<file path="config.mk">
export PLATFORM = sky130hd
export DESIGN_NAME = landing_request_queue
export DESIGN_NICKNAME = d
export VERILOG_FILES = /design/src/rtl/landing_request_queue.sv
export SDC_FILE = /design/constraint.sdc
export NUM_CORES = 1
export LEC_CHECK = 0
export ABC_AREA = 1
export BUFFER_PORTS_ARGS = -buffer_cell sky130_fd_sc_hd__buf_2
export CAP_MARGIN = 30
export CORE_AREA = 2 2 83 85
export CTS_BUF_LIST = sky130_fd_sc_hd__clkbuf_4 sky130_fd_sc_hd__clkbuf_8
export CTS_CLUSTER_SIZE = 12
export DETAILED_ROUTE_END_ITERATION = 8
export DIE_AREA = 0 0 85 87
export PLACE_DENSITY_LB_ADDON = 0.2
export SETUP_SLACK_MARGIN = 0.3
export SLEW_MARGIN = 20
export SYNTH_ARGS = -nofsm -noshare
export SYNTH_HDL_FRONTEND = slang
export SYNTH_SLANG_ARGS = --single-unit
</file>
<file path="constraint.sdc">
create_clock -name clk -period 5.5 [get_ports clk]
set_input_delay 1.375 -clock clk [delete_from_list [all_inputs] [get_ports clk]]
set_output_delay 1.375 -clock clk [all_outputs]
set_load 0.02 [all_outputs]
</file>
<file path="src/rtl/landing_request_queue.sv">
// Landing request buffer: emergency and normal FIFOs feeding runway_picker one request at a time,
// emergency first, with a programmable idle gap between issues and a tower hold.
module landing_request_queue #(
  parameter int unsigned DEPTH = 8,
  parameter int unsigned GAP   = 4,
  parameter int unsigned CW    = $clog2(DEPTH) + 1
) (
  input  logic          clk,
  input  logic          rst_n,
  input  logic          req_valid,
  input  logic [1:0]    req_dir,
  input  logic          req_emerg,
  output logic          req_ready,
  input  logic          hold,
  output logic          en,
  output logic [1:0]    d,
  output logic [CW-1:0] cnt_emerg,
  output logic [CW-1:0] cnt_norm
);

  localparam int unsigned AW = $clog2(DEPTH);
  localparam int unsigned GW = (GAP > 1) ? $clog2(GAP) : 1;

  typedef enum logic [1:0] {StIdle, StIssue, StGap} state_e;

  state_e          state_q, state_d;
  logic [GW-1:0]   gap_q, gap_d;
  logic            en_q, en_d;
  logic [1:0]      d_q, d_d;

  logic [1:0]      mem_e_q [DEPTH];
  logic [1:0]      mem_e_d [DEPTH];
  logic [1:0]      mem_n_q [DEPTH];
  logic [1:0]      mem_n_d [DEPTH];
  logic [AW-1:0]   wp_e_q, wp_e_d, rp_e_q, rp_e_d;
  logic [AW-1:0]   wp_n_q, wp_n_d, rp_n_q, rp_n_d;
  logic [CW-1:0]   cnt_e_q, cnt_e_d, cnt_n_q, cnt_n_d;

  logic            push_e, push_n, pop_e, pop_n, start;

  // Readiness uses registered counts only, so a same-cycle pop never frees a full FIFO.
  always_comb begin
    req_ready = req_emerg ? (cnt_e_q != CW'(DEPTH)) : (cnt_n_q != CW'(DEPTH));
    push_e    = req_valid && req_ready && req_emerg;
    push_n    = req_valid && req_ready && !req_emerg;
    start     = (state_q == StIdle) && !hold && ((cnt_e_q != '0) || (cnt_n_q != '0));
    pop_e     = start && (cnt_e_q != '0);
    pop_n     = start && (cnt_e_q == '0);
  end

  always_comb begin
    mem_e_d = mem_e_q;
    mem_n_d = mem_n_q;
    wp_e_d  = wp_e_q;
    rp_e_d  = rp_e_q;
    wp_n_d  = wp_n_q;
    rp_n_d  = rp_n_q;
    if (push_e) begin
      mem_e_d[wp_e_q] = req_dir;
      wp_e_d          = wp_e_q + AW'(1);
    end
    if (push_n) begin
      mem_n_d[wp_n_q] = req_dir;
      wp_n_d          = wp_n_q + AW'(1);
    end
    if (pop_e) rp_e_d = rp_e_q + AW'(1);
    if (pop_n) rp_n_d = rp_n_q + AW'(1);
    cnt_e_d = cnt_e_q + CW'(push_e) - CW'(pop_e);
    cnt_n_d = cnt_n_q + CW'(push_n) - CW'(pop_n);
  end

  always_comb begin
    state_d = state_q;
    gap_d   = gap_q;
    en_d    = 1'b0;
    d_d     = d_q;
    unique case (state_q)
      StIdle: begin
        if (start) begin
          state_d = StIssue;
          en_d    = 1'b1;
          d_d     = pop_e ? mem_e_q[rp_e_q] : mem_n_q[rp_n_q];
        end
      end
      StIssue: begin
        state_d = StGap;
        gap_d   = GW'(GAP - 1);
      end
      StGap: begin
        if (gap_q == '0) state_d = StIdle;
        else             gap_d   = gap_q - GW'(1);
      end
      default: state_d = StIdle;
    endcase
  end

  always_ff @(posedge clk or negedge rst_n) begin
    if (!rst_n) begin
      state_q <= StIdle;
      gap_q   <= '0;
      en_q    <= 1'b0;
      d_q     <= 2'b00;
      wp_e_q  <= '0;
      rp_e_q  <= '0;
      wp_n_q  <= '0;
      rp_n_q  <= '0;
      cnt_e_q <= '0;
      cnt_n_q <= '0;
      for (int i = 0; i < int'(DEPTH); i++) begin
        mem_e_q[i] <= 2'b00;
        mem_n_q[i] <= 2'b00;
      end
    end else begin
      state_q <= state_d;
      gap_q   <= gap_d;
      en_q    <= en_d;
      d_q     <= d_d;
      wp_e_q  <= wp_e_d;
      rp_e_q  <= rp_e_d;
      wp_n_q  <= wp_n_d;
      rp_n_q  <= rp_n_d;
      cnt_e_q <= cnt_e_d;
      cnt_n_q <= cnt_n_d;
      mem_e_q <= mem_e_d;
      mem_n_q <= mem_n_d;
    end
  end

  assign en        = en_q;
  assign d         = d_q;
  assign cnt_emerg = cnt_e_q;
  assign cnt_norm  = cnt_n_q;

endmodule

</file>
==> impl_results.html <==
<table>
<tr><th>Metric</th><th>Value</th></tr>
<tr><th colspan="2">Setup path</th></tr>
<tr><td>WS Path Type</td><td>in2out</td></tr>
<tr><td>Category of cells accounting for the largest share of critical-path delay</td><td>buffers and inverters</td></tr>
<tr><td>Most common cell on crit path</td><td>buf_2</td></tr>
<tr><td>Data arrival time of the critical path</td><td>between 2 and 2.5 ns</td></tr>
<tr><td>Slowest-stage cell, CP</td><td>buf_2</td></tr>
<tr><td>Critical path launch point</td><td>req_emerg</td></tr>
<tr><td>Category of the worst setup path capture point</td><td>primary output</td></tr>
<tr><td>Required time at the endpoint of the critical path</td><td>approximately 4.1 ns</td></tr>
<tr><td>Startpoint class of the critical path</td><td>primary input</td></tr>
<tr><td>Critical path peak fanout</td><td>4</td></tr>
<tr><td>Cells along the critical path</td><td>buf_2 &gt; inv_2 &gt; nand4_2 &gt; nand2_4 &gt; inv_1 &gt; buf_2</td></tr>
<tr><td>Origin of the critical flop-to-flop path</td><td>cnt_emerg[2]</td></tr>
<tr><td>Combined buffer and inverter count along the critical path</td><td>4</td></tr>
<tr><td>Peak per-stage delay on the critical path</td><td>~0.15 ns</td></tr>
<tr><th colspan="2">Timing</th></tr>
<tr><td>TNS Setup</td><td>0 ns</td></tr>
<tr><td>Fin crit share</td><td>62.4%</td></tr>
<tr><td>Worst relative slew slack</td><td>about 38%</td></tr>
<tr><td>RSZ-0062 raised after global routing</td><td>false</td></tr>
<tr><td>Transition time at the pin with the least slew margin</td><td>roughly 0.92 ns</td></tr>
<tr><td>Minimum clock period after layout</td><td>~3.4 ns</td></tr>
<tr><td>Hold Worst Slack</td><td>between 0.4 and 0.5 ns</td></tr>
<tr><td>Max Clk Rate</td><td>slightly below 300 MHz</td></tr>
<tr><td>Number of pins with negative max-slew slack in the final report</td><td>0</td></tr>
<tr><td>Fin Clk Skew</td><td>between 0.008 and 0.009 ns</td></tr>
<tr><td>Count of final setup violators</td><td>0</td></tr>
<tr><td>Final hold vios</td><td>0</td></tr>
<tr><th colspan="2">Global routing</th></tr>
<tr><td>Largest net degree at the start of global routing</td><td>60</td></tr>
<tr><td>Total grt overflow</td><td>0</td></tr>
<tr><td>Global-route wire length before repair</td><td>around 11000 um</td></tr>
<tr><td>Via count of the first global-routing pass</td><td>roughly 2500</td></tr>
<tr><td>Number of antenna violations at the first check in global routing</td><td>0</td></tr>
<tr><td>All-Layer GR Usage</td><td>between 10% and 20%</td></tr>
<tr><th colspan="2">Power</th></tr>
<tr><td>Reported leakage power</td><td>between 1.5 and 2 nW</td></tr>
<tr><td>VDD IR-drop max</td><td>about 0.35 mV</td></tr>
<tr><td>PwrDens</td><td>roughly 610 nW/um2</td></tr>
<tr><th colspan="2">Drt</th></tr>
<tr><td>Via total after detailed routing</td><td>2545</td></tr>
<tr><td>Via density</td><td>4.90</td></tr>
<tr><td>Antenna Nets Post-Route</td><td>0</td></tr>
<tr><td>Starting DRC count in detailed routing</td><td>72</td></tr>
<tr><td>Wirelength per Cell</td><td>12.0 um</td></tr>
<tr><td>Remaining design rule violation count</td><td>0</td></tr>
<tr><td>Final Routed Wirelength</td><td>between 6000 and 7000 um</td></tr>
<tr><td>First-pass detailed-route iteration total</td><td>4</td></tr>
<tr><th colspan="2">Layout</th></tr>
<tr><td>Most frequent cells in the layout</td><td>nand2_1 (159), nand3_1 (59), dfrtp_1 (59)</td></tr>
<tr><td>Commonest non-fill, non-tap cell in the layout</td><td>nand2_1</td></tr>
<tr><td>Final net count</td><td>458</td></tr>
<tr><td>Share of the core filled with cells</td><td>54.8%</td></tr>
<tr><td>Share of layout cells above drive strength 1</td><td>9.34%</td></tr>
<tr><td>Antenna cell count</td><td>0</td></tr>
<tr><td>Synthesis-to-layout area growth</td><td>12.8%</td></tr>
<tr><th colspan="2">Clock tree</th></tr>
<tr><td># Post-CTS Setup Buffers</td><td>0</td></tr>
<tr><td>H-Tree Level Count</td><td>3</td></tr>
<tr><td>Hold Buf Count CTS</td><td>0</td></tr>
<tr><td>Clock-pin slew on the worst setup and hold paths</td><td>0.06 ns</td></tr>
<tr><td>Clock Tree Root</td><td>clkbuf_8</td></tr>
<tr><td>Maximum clock path buffer count</td><td>2</td></tr>
<tr><td>Cts repair resizes</td><td>0</td></tr>
<tr><td>CTS tree</td><td>done</td></tr>
<tr><td>Clock sinks</td><td>between 50 and 60</td></tr>
<tr><td>Clk Latency, worst-skew pair</td><td>about 0.34 ns</td></tr>
<tr><td>Number of buffers created by CTS</td><td>9</td></tr>
<tr><th colspan="2">Synthesis</th></tr>
<tr><td>Async set-or-reset flop fraction in the synthesized netlist</td><td>100%</td></tr>
<tr><td>Number of instances in the synthesized netlist</td><td>between 400 and 500</td></tr>
<tr><td>Mean Syn Cell Area</td><td>slightly below 8 um2</td></tr>
<tr><td>Unique cell type count in the Yosys netlist</td><td>24</td></tr>
<tr><td>Post-synthesis instance area</td><td>approximately 3200 um2</td></tr>
<tr><td>Net count after synthesis</td><td>438</td></tr>
<tr><td>Fraction of synthesized cell area taken by the top area cell type</td><td>between 40% and 50%</td></tr>
<tr><td>Number of warnings issued by yosys</td><td>0</td></tr>
<tr><td>FF+latch count, synth</td><td>59</td></tr>
<tr><td>Cell type with the highest aggregate area in the netlist</td><td>dfrtp_1</td></tr>
<tr><td>Register area share after synthesis</td><td>46.2%</td></tr>
<tr><td>Primary FF master, synth</td><td>dfrtp_1</td></tr>
<tr><td>Number of enable flip-flop cells after synthesis</td><td>0</td></tr>
<tr><td>Leading cell types by total area after synthesis</td><td>dfrtp_1 (46%), nand2_1 (19%), nand3_1 (9.2%)</td></tr>
<tr><th colspan="2">Die</th></tr>
<tr><td>Number of rows in the core area</td><td>30</td></tr>
<tr><td>Die H</td><td>a little under 90 um</td></tr>
<tr><td>Initial core utilization</td><td>between 40% and 50%</td></tr>
<tr><td>Die Outline Area</td><td>roughly 7400 um2</td></tr>
<tr><td>Horizontal die dimension</td><td>around 85 um</td></tr>
<tr><td>Core outline area</td><td>6570 um2</td></tr>
<tr><td>Num ports</td><td>19</td></tr>
<tr><th colspan="2">Placement</th></tr>
<tr><td>Half-perimeter wire length after placement</td><td>~4400 um</td></tr>
<tr><td>Gpl congestion</td><td>0.753</td></tr>
<tr><td># port buffers</td><td>18</td></tr>
<tr><th colspan="2">Hold path</th></tr>
<tr><td>Hold Crit Start</td><td>mem_e_q[7]</td></tr>
<tr><td>Hold Crit Class</td><td>reg2reg</td></tr>
<tr><th colspan="2">Status</th></tr>
<tr><td>Status</td><td>finished, final reports clean</td></tr>
<tr><th colspan="2">Job</th></tr>
<tr><td>Number of max-capacitance violations reported</td><td>0</td></tr>
</table>
final timing paths:
path / endpoint / slack [ns] / cells after the start
hold reg to reg: mem_e_q[7] / 0.47 / 2
max in group asynchronous: mem_n_q[3] / 3.82 / 2
hold / removal: mem_e_q[7] / 0.47 / 2
setup / recovery: req_ready / 2.07 / 6
min in group asynchronous: mem_n_q[7] / 1.18 / 2
setup reg to reg: cnt_emerg[1] / 3.10 / 11
report_power, final:
group	internal [mW]	total (mW)	switching (mW)	leakage [nW]
clock network	0.377	0.545	0.168	0.140
registers	0.637	0.801	0.163	0.735
logic	0.318	0.839	0.521	1.08
total	1.33	2.18	0.853	1.95
layout make-up:
type                       count  area, um2
multi-input combinational    285       1420
inverter                      60        225
tap                           80        100
timing repair buffer          19       97.6
clock inverter                 4        120
fill                         619       2970
clock buffer                  12        159
sequential                    59       1480
cells by family after synthesis:
kind of cell,Yosys count,share of synthesized area (%)
AOI/OAI and AO/OA,12,1.96
xor gates and xnor gates,10,2.74
adders and majority gates,17,7.13
buffers and inverters,70,9.21
DFF,59,46.2
and+or+nand+nor,246,32.7
stage by stage:
| step | power (mW) | setup slack [ns] | instances | instance area [um2] |
|---|---|---|---|---|
| 2_1_floorplan | 1.44 | 2.34 | 414 | 3190 |
| 6_report | 2.18 | 2.07 | 519 | 3600 |
| 3_3_place_gp | 1.63 | 2.09 | 503 | 3320 |
| 4_1_cts | 2.21 | 2.06 | 519 | 3600 |
| 5_1_grt | 2.39 | 2.02 | 519 | 3600 |
| 3_5_place_dp | 1.65 | 2.06 | 503 | 3320 |
cell usage after synthesis (3+ instances only):
library cell  count
nand2_1         159
dfrtp_1          59
nand3_1          59
inv_1            57
nor2_1           22
ha_1             15
xnor2_1           5
xor2_1            5
buf_2             4
o21ai_1           4
a21oi_1           3
buf_6             3
o21ai_0           3
worst register-to-register path, cell delays in order (launching register included):
cell and delay [ns]:
dfrtp_1 0.36, inv_1 0.08, ha_1 0.20, nand2_1 0.07, inv_1 0.07, nor2_1 0.43, ha_1 0.34, inv_1 0.05
ha_1 0.15, inv_1 0.06, fa_1 0.47, inv_1 0.04
sequential cells by signal, indices dropped and copies added (netlist names):
signal	flops
rp_n_q	3
mem_e_q	16
wp_n_q	3
d	2
gap_q	2
state_q	2
en	1
rp_e_q	3
mem_n_q	16
cnt_norm	4
cnt_emerg	4
wp_e_q	3
layer usage:
layer | vias to the layer above | share of wire, % | track usage, %
met5 | - | 0 | 0
met4 | 0 | 2.3 | 10.2
met3 | 15 | 2.4 | 4.08
met2 | 26 | 48 | 30.4
met1 | 1185 | 48 | 23.9
li1 | 1319 | - | -
No activity file was read; power rests on OpenSTA's default activity.
